## src/rtl/line_command_parser.sv

```systemverilog
`default_nettype none
// ============================================================================
// Module   : line_command_parser
// Purpose  : Scans one completed 32-character PS/2 text line per command,
//            one character per clock, and decodes V<n> / A<n> / F commands
//            into the held velocity and angle registers and the fire strobe.
//            Malformed or out-of-range lines are rejected with cmd_error and
//            leave the held values untouched.
// Revision : 1.0 - initial release
// ============================================================================
module line_command_parser #(
  parameter int VEL_RESET   = 50,
  parameter int ANGLE_RESET = 45,
  parameter int VEL_MAX     = 255,
  parameter int ANGLE_MAX   = 180
) (
  input  logic         clock,
  input  logic         resetn,
  input  logic [255:0] ps2_line_content,
  input  logic         ps2_line_ready,
  output logic [31:0]  velocity,
  output logic [31:0]  angle,
  output logic         fire,
  output logic         cmd_valid,
  output logic         cmd_error,
  output logic         busy
);

  // Scanner states
  localparam logic [2:0] IDLE     = 3'd0;
  localparam logic [2:0] CMD      = 3'd1;
  localparam logic [2:0] SEP      = 3'd2;
  localparam logic [2:0] DIGIT    = 3'd3;
  localparam logic [2:0] TAIL     = 3'd4;
  localparam logic [2:0] DONE_OK  = 3'd5;
  localparam logic [2:0] DONE_ERR = 3'd6;

  // Command targets
  localparam logic [1:0] TGT_VEL  = 2'd0;
  localparam logic [1:0] TGT_ANG  = 2'd1;
  localparam logic [1:0] TGT_FIRE = 2'd2;

  localparam logic [9:0] VEL_MAX_W     = 10'(VEL_MAX);
  localparam logic [9:0] ANGLE_MAX_W   = 10'(ANGLE_MAX);
  localparam logic [9:0] VEL_RESET_W   = 10'(VEL_RESET);
  localparam logic [9:0] ANGLE_RESET_W = 10'(ANGLE_RESET);

  logic [2:0]   state;
  logic [255:0] line;
  logic [5:0]   idx;      // 0..32; 32 means "ran off the end of the line"
  logic [9:0]   acc;      // up to three decimal digits (max 999)
  logic [1:0]   ndig;     // digits accumulated so far
  logic [1:0]   target;
  logic [9:0]   vel_q;
  logic [9:0]   ang_q;

  logic [7:0]   ch;
  logic         is_term;
  logic         is_space;
  logic         is_digit;
  logic [3:0]   dval;
  logic [9:0]   acc_next;
  logic         range_ok;

  // Current character and its classification; index 32 reads as NUL so it
  // terminates the line like an explicit terminator would.
  always_comb begin
    ch       = idx[5] ? 8'h00 : line[{idx[4:0], 3'b000} +: 8];
    is_term  = (ch == 8'h00) || (ch == 8'h0D);
    is_space = (ch == 8'h20);
    is_digit = (ch >= 8'h30) && (ch <= 8'h39);
    dval     = ch[3:0];
    // acc*10 + digit, never exceeds 999 because a fourth digit is rejected
    acc_next = (acc << 3) + (acc << 1) + {6'd0, dval};
    case (target)
      TGT_VEL: range_ok = (acc <= VEL_MAX_W);
      TGT_ANG: range_ok = (acc <= ANGLE_MAX_W);
      default: range_ok = 1'b1;
    endcase
  end

  // Line capture, character scan, and held-register update
  always_ff @(posedge clock or negedge resetn) begin
    if (!resetn) begin
      state  <= IDLE;
      line   <= '0;
      idx    <= '0;
      acc    <= '0;
      ndig   <= '0;
      target <= TGT_VEL;
      vel_q  <= VEL_RESET_W;
      ang_q  <= ANGLE_RESET_W;
    end else begin
      case (state)
        IDLE: begin
          if (ps2_line_ready) begin
            line  <= ps2_line_content;
            idx   <= '0;
            acc   <= '0;
            ndig  <= '0;
            state <= CMD;
          end
        end

        CMD: begin
          idx <= idx + 6'd1;
          if (is_space) begin
            state <= CMD;
          end else if (ch == 8'h56 || ch == 8'h76) begin
            target <= TGT_VEL;
            state  <= SEP;
          end else if (ch == 8'h41 || ch == 8'h61) begin
            target <= TGT_ANG;
            state  <= SEP;
          end else if (ch == 8'h46 || ch == 8'h66) begin
            target <= TGT_FIRE;
            state  <= TAIL;
          end else begin
            state <= DONE_ERR;
          end
        end

        SEP: begin
          idx <= idx + 6'd1;
          if (is_term) begin
            state <= DONE_ERR;
          end else if (is_space) begin
            state <= SEP;
          end else if (is_digit) begin
            acc   <= {6'd0, dval};
            ndig  <= 2'd1;
            state <= DIGIT;
          end else begin
            state <= DONE_ERR;
          end
        end

        DIGIT: begin
          idx <= idx + 6'd1;
          if (is_term) begin
            if (range_ok) begin
              state <= DONE_OK;
              if (target == TGT_VEL) vel_q <= acc;
              if (target == TGT_ANG) ang_q <= acc;
            end else begin
              state <= DONE_ERR;
            end
          end else if (is_digit) begin
            if (ndig == 2'd3) begin
              state <= DONE_ERR;
            end else begin
              acc  <= acc_next;
              ndig <= ndig + 2'd1;
            end
          end else if (is_space) begin
            state <= TAIL;
          end else begin
            state <= DONE_ERR;
          end
        end

        TAIL: begin
          idx <= idx + 6'd1;
          if (is_term) begin
            if (range_ok) begin
              state <= DONE_OK;
              if (target == TGT_VEL) vel_q <= acc;
              if (target == TGT_ANG) ang_q <= acc;
            end else begin
              state <= DONE_ERR;
            end
          end else if (!is_space) begin
            state <= DONE_ERR;
          end
        end

        DONE_OK:  state <= IDLE;
        DONE_ERR: state <= IDLE;
        default:  state <= IDLE;
      endcase
    end
  end

  // Result pulses and status decoded from the scanner state
  always_comb begin
    velocity  = {22'd0, vel_q};
    angle     = {22'd0, ang_q};
    cmd_valid = (state == DONE_OK);
    cmd_error = (state == DONE_ERR);
    fire      = (state == DONE_OK) && (target == TGT_FIRE);
    busy      = (state == CMD) || (state == SEP) || (state == DIGIT) || (state == TAIL);
  end

endmodule
`default_nettype wire

```

## config.mk

```make
export PLATFORM = sky130hd
export DESIGN_NAME = line_command_parser
export DESIGN_NICKNAME = d
export VERILOG_FILES = /design/src/rtl/line_command_parser.sv
export SDC_FILE = /design/constraint.sdc
export NUM_CORES = 1
export LEC_CHECK = 0
export ABC_AREA = 1
export CAP_MARGIN = 0
export CORE_UTILIZATION = 47
export DETAILED_ROUTE_END_ITERATION = 10
export GPL_ROUTABILITY_DRIVEN = 0
export GPL_TIMING_DRIVEN = 0
export PLACE_DENSITY = 0.75
export SYNTH_ARGS = -nofsm -noshare
export SYNTH_HDL_FRONTEND = slang
export SYNTH_SLANG_ARGS = --single-unit
```

## constraint.sdc

```tcl
create_clock -name clock -period 8.6 [get_ports clock]
set_clock_uncertainty 0.2 [all_clocks]
set_input_delay 1.72 -clock clock [delete_from_list [all_inputs] [get_ports clock]]
set_output_delay 1.72 -clock clock [all_outputs]
set_load 0.02 [all_outputs]
```

**Word-level counts from Yosys, hierarchy flattened**

Index checks and enable logic that the tools add are counted.

- Bitwise logic cells: 1
- $add $sub $neg: 4
- Reduce and logical (&&, ||, !) cells: 24
- $lt $le $gt $ge: 4
- Equality and inequality tests: 26
- Multiplexer cells: 39
- Shift operators: 1

Operators with widths:

| kind | number |
|---|---|
| $shiftx A256 B9 Y8 | 1 |
| $mux W10 | 7 |
| $eq A8 B7 Y1 const B | 6 |
| $mux W3 | 12 |
| $pmux W10 S3 | 1 |
| $mux W2 | 13 |
| $le A10 B8 Y1 const B | 2 |
| $pmux W3 S5 | 1 |
| $ne A2 B2 Y1 const B | 7 |
| $pmux W6 S2 | 1 |
| $add A10 B10 Y10 | 1 |
| $add A10 B4 Y10 | 1 |
| $eq A3 B3 Y1 const B | 3 |
| $eq A8 B4 Y1 const B | 1 |
| $eq A8 B6 Y1 const B | 1 |
| $ge A8 B6 Y1 const B | 1 |
| $le A8 B6 Y1 const B | 1 |
| $logic_not A8 Y1 | 1 |
| $mux W8 | 1 |
| $reduce_and A4 Y1 | 2 |
| $reduce_and A8 Y1 | 1 |
| $logic_or A1 B1 Y1 | 7 |
| $add A6 B1 Y6 const B | 1 |
| $eq A3 B2 Y1 const B | 2 |
| other kinds (19) | 24 |

- Input port bits: 259
- Bits in registers: 299
- Output and inout port bits: 68
- Word-level logic and storage cells: 107

**Longest topological paths before layout**

Gate-level depths: netlist of run 1.

- Word-level depth: 9
- Mapped depth: 26
- Gate-level depth less buffers: 24

**Worst setup path after synthesis of run 1**

No wires, ideal clock.

- Path type: register to register
- Start: register idx[0]
- End: register acc[9]
- Required time: 8.323 ns
- Period minus slack after synthesis: 3.414 ns
- Library setup time: 0.077 ns
- Data arrival time: 3.137 ns
- Stages on the path, launching flop included: 22
- Setup slack: 5.186 ns
- Path buffers: 3
- Cell sequence: dfrtp_1 buf_6 buf_6 buf_6 o211ai_1 nand3_1 nand3_1 nand2_1 nand3_2 inv_1 fa_1 ha_1 nand3_1 nand2_1 nand2_1 nand2_1 a21oi_1 nor2_1 o21ai_0 a21oi_1 or2_2 a21oi_1

- Longest elaborated chain between the ends: 7
- Elaborated cells between the ends (all ways): 20
- Those cells by class: add/sub: 1; order compare: 2; eq/ne: 7; shift: 1; mux: 5; reduce/logical: 4

RTL lines:

| item | line | text |
|---|---|---|
| start: declaration | 50 | `logic [5:0] idx; // 0..32; 32 means "ran off the end of the line"` |
| start signal: assignment | 106 | `idx <= idx + 6'd1;` |
| start signal: assignment | 124 | `idx <= idx + 6'd1;` |
| start signal: assignment | 139 | `idx <= idx + 6'd1;` |
| $shiftx A256 B9 Y8 (*) | 68 | `ch = idx[5] ? 8'h00 : line[{idx[4:0], 3'b000} +: 8];` |
| $mux W8 (*) | 68 |  |
| $add A10 B4 Y10 | 74 | `acc_next = (acc << 3) + (acc << 1) + {6'd0, dval};` |
| $mux W10 | 149 | `if (ndig == 2'd3) begin` |
| $mux W10 | 148 | `end else if (is_digit) begin` |
| $mux W10 | 140 | `if (is_term) begin` |
| $pmux W10 S3 | 94 | `case (state)` |
| end signal: assignment | 130 | `acc <= {6'd0, dval};` |
| end signal: assignment | 152 | `acc <= acc_next;` |
| end: declaration | 51 | `logic [9:0] acc;` |

Every way passes the cells marked *; elsewhere a longest branch is shown, timed or not. The select of a mux whose other input is x is not followed.
A chain may end at the register's enable or synchronous reset.

**Final worst setup path of run 1**

- Start: input ps2_line_ready
- End: register line[248]

- Longest elaborated chain between the ends: 1

RTL lines:

| item | line | text |
|---|---|---|
| start: declaration | 20 | `input logic ps2_line_ready,` |
| $reduce_and A2 Y1 (no line) | - |  |
| end signal: assignment | 97 | `line <= ps2_line_content;` |
| end: declaration | 49 | `logic [255:0] line;` |

Every way passes these cells.

==> metrics.md, run 1 <==
| Metric | Value |
|---|---|
| Placed Area | around 19,000 µm² |
| Worst hold margin | between 200 and 300 ps |
| Launch point of the worst hold path | ang_q[8] |
| Synthesis-stage register bit count | around 300 |
| Initial detailed-routing violation count | approximately 1,700 |
| Launching element type of the critical path | primary input |
| Placed insts | roughly 2,800 |
| Cell mode on critical path | sky130_fd_sc_hd__clkbuf_1 |
| Number of post-CTS setup repair buffers | 0 |
| First-pass GRT wire length | about 80 mm |
| Max Clk Rate | 214.2 MHz |
| Final standard cell area without fillers | between 20,000 and 25,000 µm² |
| Clk slew on worst S/H paths | ~60 ps |
| Crit path required time | a little under 9000 ps |
| Total negative slack for setup checks | 0 ps |
| Outcome | finished, final reports clean |
| Total of max-cap violations | 0 |
| Boundary pin count | around 330 |
| Fraction of layout instances using a drive strength above 1 | under 10% |
| Maximum ir drop on the vdd rail | 0.0002450 V |
| Async set or reset register ratio after synthesis | 100.0% |
| Inserted Clock Buffers | 31 |
| First drt pass iteration count | 6 |
| Data arrival time of the critical path | between 4000 and 5000 ps |
| Number of buffers added on ports | around 280 |
| Die Footprint | 33,320 µm² |
| Type of the worst setup path | primary input to register |
| Area delta synth->final | 30.67% |
| Drt via density | between 5 and 6 |
| Hold-fix buffers, CTS | 0 |
| Overall routed net length | roughly 53 mm |
| Measured slew at the worst slew-check pin | ~1100 ps |
| Type of the worst min-delay path | register to register |
| Initial Utilization | just under 50% |
| Antenna diodes | 0 |
| Static leakage | about 10 nW |
| NumNets Final | 2,708 |
| Core Box Area | 31,800 µm² |
| Netlist Area Pre-Place | about 15,000 µm² |
| Critical-path maximum fanout | 10 |
| Sequential-to-total area share from yosys stat | between 40% and 50% |
| Post-Layout Cell Count | just under 3,000 |
| Total count of max-transition violations in the final report | 0 |
| Beginning of the worst register-to-register path | idx[0] |
| Rows | 65 |
| Final hold vios | 0 |
| Mean post-synth cell area | ~7.4 µm² |
| Max clock buf depth | 3 |
| Clock network latency to the later pin of the worst-skew pair | just under 600 ps |
| Number of flops mapped to enable cells by yosys | 0 |
| Cell taking the most area after synthesis | sky130_fd_sc_hd__dfrtp_1 |
| Worst Hold Path EP | ang_q[8] |
| CTS tree | built |
| Post-route DRC | 0 |
| Die Wd | ~180 µm |
| Yosys synthesis warning count | 0 |
| Largest stage delay on the critical path | 890 ps |
| Routed vias | ~15,000 |
| Setup repair after global routing missed its margin | false |
| Kind of end point of the critical path | register |
| Most used standard cells in the synthesized netlist | sky130_fd_sc_hd__nand2_1 (874), sky130_fd_sc_hd__dfrtp_1 (292), sky130_fd_sc_hd__inv_1 (166), sky130_fd_sc_hd__nand3_1 (157), sky130_fd_sc_hd__nor2_1 (148) |
| Critical register-to-register path endpoint | acc[9] |
| Most common cell in the netlist | sky130_fd_sc_hd__nand2_1 |
| Maximum number of pins on one net before global-route repair | between 100 and 150 |
| Final core area utilization | 62.95% |
| Final cycle utilization of the critical path | approximately 54% |
| Ordered cell list for the critical path | clkdlybuf4s50_1 > inv_1 > nor2_1 > clkbuf_1 > clkbuf_1 > clkbuf_1 > nand2_1 > nand2_1 |
| Number of unique standard cell types used by synthesis | 38 |
| Finish-stage setup viols | 0 |
| Clock period minus final worst setup slack | between 4000 and 5000 ps |
| Number of buffer and inverter stages on the critical path | 5 |
| Vias in the first global route | 14,841 |
| Number of antenna violations at the first check in global routing | 0 |
| Clock Tree Root | sky130_fd_sc_hd__clkbuf_16 |
| CTS Sinks | between 200 and 300 |
| Biggest area contributors in the synthesized netlist | sky130_fd_sc_hd__dfrtp_1 (48%), sky130_fd_sc_hd__nand2_1 (21%), sky130_fd_sc_hd__nand3_1 (5.1%) |
| Vertical die dimension | about 180 µm |
| Post-Synthesis Cells | between 2,000 and 2,500 |
| Wire length per cell after detailed routing | roughly 18 µm |
| Detail Route Antenna Nets | 0 |
| R2R Setup Slk | approximately 4200 ps |
| Half-perimeter wire length after detailed placement | ~39 mm |
| Number of levels the H-tree was split into | 1 |
| Grt total ovfl | 0 |
| Power Dens Cells | roughly 360 nW/µm² |
| Area share of the largest cell type after synthesis | between 40% and 50% |
| Number of cells on the worst reg-to-reg path | 21 |
| Largest delay contributor family on the critical path | buffers and inverters |
| CP max-delay cell | sky130_fd_sc_hd__clkbuf_1 |
| Cell count of the worst hold path | 2 |
| Number of resized instances in the post-cts repair step | 0 |
| Gr usage total | 31.94% |
| Top_reg_cell synth | sky130_fd_sc_hd__dfrtp_1 |
| Normalized max-slew margin | 26.18% |
==> layout make-up <==
| cell class | instances | area, µm² |
|---|---|---|
| multi-input cells | 1488 | 6415 |
| repair buffers | 284 | 2883 |
| well taps | 435 | 544.3 |
| plain buffers | 156 | 932.1 |
| clock inverters | 15 | 234.0 |
| clock buffers | 39 | 875.8 |
| inverters | 171 | 641.9 |
| fillers | 2760 | 11780 |
| flip-flops and latches | 299 | 7491 |
==> worst max path at each step <==
| stage | cells after the start | slack [ps] | startpoint | end |
|---|---|---|---|---|
| 4_1_cts | 8 | 4120 | ps2_line_ready | line[248] |
| 5_1_grt | 8 | 3960 | ps2_line_ready | line[251] |
| 2_1_floorplan | 21 | 5190 | idx[0] | acc[9] |
| 6_report | 8 | 3930 | ps2_line_ready | line[248] |
| 3_5_place_dp | 8 | 3600 | ps2_line_ready | line[248] |
| 3_3_place_gp | 1 | -6880 | resetn | line[106] |
==> through the flow <==
stage / setup WS, ps / power (W)
after CTS: 4123 / 0.007086
after detailed placement: 3603 / 0.005603
after global placement: -6881 / 0.005501
final: 3931 / 0.007176
after floorplan: 5186 / 0.004433
after global routing: 3960 / 0.007627
==> worst reg2reg max path, cell delays in order (launching register included) <==
cell	delay [ps]
sky130_fd_sc_hd__dfrtp_1	400
sky130_fd_sc_hd__buf_6	140
sky130_fd_sc_hd__inv_2	180
sky130_fd_sc_hd__buf_2	400
sky130_fd_sc_hd__o21ai_0	190
sky130_fd_sc_hd__nand3_1	140
sky130_fd_sc_hd__nand3_1	130
sky130_fd_sc_hd__nand2_1	140
sky130_fd_sc_hd__nand3_2	150
sky130_fd_sc_hd__inv_1	150
sky130_fd_sc_hd__fa_1	450
sky130_fd_sc_hd__ha_1	310
sky130_fd_sc_hd__nand3_1	100
sky130_fd_sc_hd__nand2_1	80
sky130_fd_sc_hd__nand2_1	80
sky130_fd_sc_hd__nand2_1	60
sky130_fd_sc_hd__a21oi_1	180
sky130_fd_sc_hd__nor2_1	80
sky130_fd_sc_hd__o21ai_0	220
sky130_fd_sc_hd__a21oi_1	90
sky130_fd_sc_hd__or2_2	300
sky130_fd_sc_hd__a21oi_1	140
==> kinds of logic after synthesis <==
family                     share of synthesized area [%]
buffers and inverters                              10.28
xor gates and xnor gates                          0.1144
and+or+nand+nor                                    31.43
DFF                                                48.90
adders and majority gates                          1.568
AOI/OAI and AO/OA                                  7.686
other                                            0.02448
==> power by group <==
part / switching (W) / internal (W) / total (W)
Combinational: 0.00230 / 0.00108 / 0.00338
Sequential: 0.000306 / 0.00203 / 0.00234
Clock: 0.000567 / 0.000893 / 0.00146
Total: 0.00317 / 0.00401 / 0.00718
==> cell usage in the layout (no fill, tap or decap), drive strengths merged, types with 2 or more instances in the layout <==
master / netlist / routed
nand2: 874 / 874
nor3: 5 / 5
clkdlybuf4s50: 0 / 281
fa: 2 / 2
dfrtp: 292 / 292
a21oi: 27 / 27
buf: 93 / 96
conb: 1 / 44
bufinv: 0 / 6
nand3: 161 / 161
clkinvlp: 0 / 2
nand4: 2 / 2
clkinv: 0 / 6
nor2: 154 / 154
clkbuf: 63 / 102
ha: 16 / 16
o211ai: 14 / 14
inv: 171 / 172
o21ai: 174 / 174
dfstp: 7 / 7
nand3b: 2 / 2
nor4: 3 / 3
==> state kept, by name, indices dropped and copies added, names as in the netlist <==
name,cells
line,256
ang_q,10
vel_q,10
ndig,2
idx,6
state,3
acc,10
target,2
==> layer usage <==
metal	vias to the layer above	share of wire (%)	track usage, %
met1	7044	39	41.95
li1	7081	-	-
met2	901	45	50.99
met4	0	4.4	13.82
met3	171	11	6.865
met5	-	0	0
No activity file was read; power rests on OpenSTA's default activity.
==> run 2, diff against run 1 <==
==> constraint.sdc (replaced) <==
create_clock -name clock -period 4.83 [get_ports clock]
set_clock_uncertainty 0.2 [all_clocks]
set_input_delay 0.966 -clock clock [delete_from_list [all_inputs] [get_ports clock]]
set_output_delay 0.966 -clock clock [all_outputs]
set_load 0.02 [all_outputs]
==> run 2 against run 1 <==
Effect of this change: flip-flop and latch count stayed put; critical endpoint is now acc[9]; design area stayed put; global-route usage hardly changed; power is 78% higher; register-to-register slack worse by 3700 ps; largest cell class unchanged; die area stayed put; first-iteration DRC count is 3.0% higher; via count is 0.16% higher; sequential power is 78% higher.
==> metrics.md, run 2 (synthesized netlist as in run 1, its figures left out) <==
| Metric | Value |
|---|---|
| Final cycle utilization of the critical path | 91.15% |
| Critical-path maximum fanout | 10 |
| Antenna diodes | 0 |
| Clock period minus final worst setup slack | 4403 ps |
| Measured slew at the worst slew-check pin | between 1000 and 1500 ps |
| Max clock buf depth | 3 |
| NetSw | roughly 0.0057 W |
| Normalized max-slew margin | between 20 and 30% |
| Most common library cell in the layout ignoring fill and taps | sky130_fd_sc_hd__nand2_1 |
| Clock Tree Root | sky130_fd_sc_hd__clkbuf_16 |
| Outcome | finished, final reports clean |
| Wire length per cell after detailed routing | between 15 and 20 µm |
| Setup repair after global routing missed its margin | false |
| Kind of end point of the critical path | register |
| Hold-fix buffers, CTS | 0 |
| Fraction of power spent switching nets | 44.23% |
| Fraction of layout instances using a drive strength above 1 | under 10% |
| Crit path required time | slightly above 5000 ps |
| Rows | 65 |
| Fill cells | between 2,000 and 3,000 |
| Launching element type of the critical path | register |
| Die Footprint | 33,320 µm² |
| Placed Area | between 15,000 and 20,000 µm² |
| Maximum number of pins on one net before global-route repair | 128 |
| Finish-stage setup viols | 0 |
| Initial detailed-routing violation count | between 1,500 and 2,000 |
| Post-route DRC | 0 |
| Max Clk Rate | around 230 MHz |
| Clock network latency to the later pin of the worst-skew pair | 580 ps |
| NumNets Final | between 2,000 and 3,000 |
| Boundary pin count | around 330 |
| Reg with most FFs | line |
| Final hold vios | 0 |
| Gr usage total | roughly a third |
| CTS Sinks | roughly 300 |
| Vertical die dimension | ~180 µm |
| Part of the total power dissipated in the clock network | between 20 and 25% |
| Area delta synth->final | 30.67% |
| Type of the worst setup path | register to register |
| Data arrival time of the critical path | about 4700 ps |
| Total count of max-transition violations in the final report | 0 |
| Grt total ovfl | 0 |
| Number of antenna violations at the first check in global routing | 0 |
| Max reg flops | ~260 |
| Clk slew on worst S/H paths | around 70 ps |
| Maximum ir drop on the vdd rail | around 0.00043 V |
| Final standard cell area without fillers | 20,020 µm² |
| Most frequent cells in the layout | sky130_fd_sc_hd__nand2_1 (874), sky130_fd_sc_hd__dfrtp_1 (292), sky130_fd_sc_hd__clkdlybuf4s50_1 (281) |
| Internal cell power | roughly 0.007 W |
| First drt pass iteration count | 10 |
| Vias in the first global route | 14,818 |
| Detail Route Antenna Nets | 0 |
| Static leakage | about 10 nW |
| Number of buffers added on ports | approximately 280 |
| Worst hold margin | ~190 ps |
| Core Box Area | between 30,000 and 40,000 µm² |
| Drt via density | 5.273 |
| Overall routed net length | about 53 mm |
| Combinational group share of total power | between 40% and 50% |
| Routed vias | about 15,000 |
| Number of post-CTS setup repair buffers | 0 |
| Total of max-cap violations | 0 |
| Type of the worst min-delay path | primary input to asynchronous set/reset pin |
| CTS tree | built |
| Inserted Clock Buffers | 31 |
| Half-perimeter wire length after detailed placement | between 30 and 40 mm |
| First-pass GRT wire length | between 80 and 90 mm |
| Initial Utilization | between 40% and 50% |
| Die Wd | approximately 180 µm |
| Share of total power in sequential cells | about a third |
| Number of resized instances in the post-cts repair step | 0 |
| Power Dens Cells | 639.0 nW/µm² |
| Number of levels the H-tree was split into | 1 |
[run 2: per-layer routing]
layer | vias up | wire length, µm | global-route usage [%] | part of all wire [%]
li1 | 7072 | - | - | -
met1 | 7095 | 20710 | 42.12 | 39
met2 | 884 | 23940 | 51.13 | 45
met3 | 171 | 6068 | 6.745 | 11
met4 | 0 | 2277 | 13.38 | 4.3
met5 | - | 0 | 0 | 0
[run 2: path summary, 6_finish.rpt]
kind,from,to,slack [ps],cells past startpoint
setup / recovery,idx[0],acc[9],430,21
hold / removal,resetn,vel_q[6],190,1
setup reg to reg,idx[0],acc[9],430,21
hold reg to reg,ang_q[8],ang_q[8],260,2
max in group asynchronous,resetn,line[102],3190,2
min in group clock,ang_q[8],ang_q[8],260,2
[run 2: through the flow]
stage                     utilization, %  cells  TNS [ps]  power (W)  setup WS, ps
final                              62.95   2887         0    0.01279         427.3
after global routing               62.95   2887         0    0.01358         225.7
after CTS                          62.95   2887         0    0.01262         564.3
after detailed placement           59.46   2833         0   0.009976         586.5
after global placement             59.27   2831  -2925910   0.009796         -9897
after floorplan                        -   2114         0   0.007893          1416
[run 2: final cells by class]
| class | instances | area (µm²) | area share, % |
|---|---|---|---|
| Sequential cell | 299 | 7491 | 37.42 |
| Multi-Input combinational cell | 1488 | 6415 | 32.05 |
| Timing Repair Buffer | 284 | 2883 | 14.40 |
| Buffer | 156 | 932.1 | 4.657 |
| Clock buffer | 39 | 875.8 | 4.376 |
| Inverter | 171 | 641.9 | 3.207 |
| Tap cell | 435 | 544.3 | 2.719 |
| Clock inverter | 15 | 234.0 | 1.169 |
[run 2: power groups by stage]
stage               Sequential [W]  Clock (W)  Combinational, W
floorplan                  0.00400          0           0.00389
global placement           0.00416          0           0.00563
detailed placement         0.00417          0           0.00580
CTS                        0.00414    0.00261           0.00587
global route               0.00426    0.00271           0.00662
finish                     0.00416    0.00261           0.00603
[run 2: critical path: stages, from the launching register on]
cell,delay (ps)
sky130_fd_sc_hd__dfrtp_1,400
sky130_fd_sc_hd__buf_6,140
sky130_fd_sc_hd__inv_2,170
sky130_fd_sc_hd__buf_2,390
sky130_fd_sc_hd__o21ai_0,190
sky130_fd_sc_hd__nand3_1,140
sky130_fd_sc_hd__nand3_1,140
sky130_fd_sc_hd__nand2_1,130
sky130_fd_sc_hd__nand3_2,150
sky130_fd_sc_hd__inv_1,140
sky130_fd_sc_hd__fa_1,450
sky130_fd_sc_hd__ha_1,310
sky130_fd_sc_hd__nand3_1,100
sky130_fd_sc_hd__nand2_1,80
sky130_fd_sc_hd__nand2_1,80
sky130_fd_sc_hd__nand2_1,60
sky130_fd_sc_hd__a21oi_1,180
sky130_fd_sc_hd__nor2_1,80
sky130_fd_sc_hd__o21ai_0,220
sky130_fd_sc_hd__a21oi_1,90
sky130_fd_sc_hd__or2_2,300
sky130_fd_sc_hd__a21oi_1,140
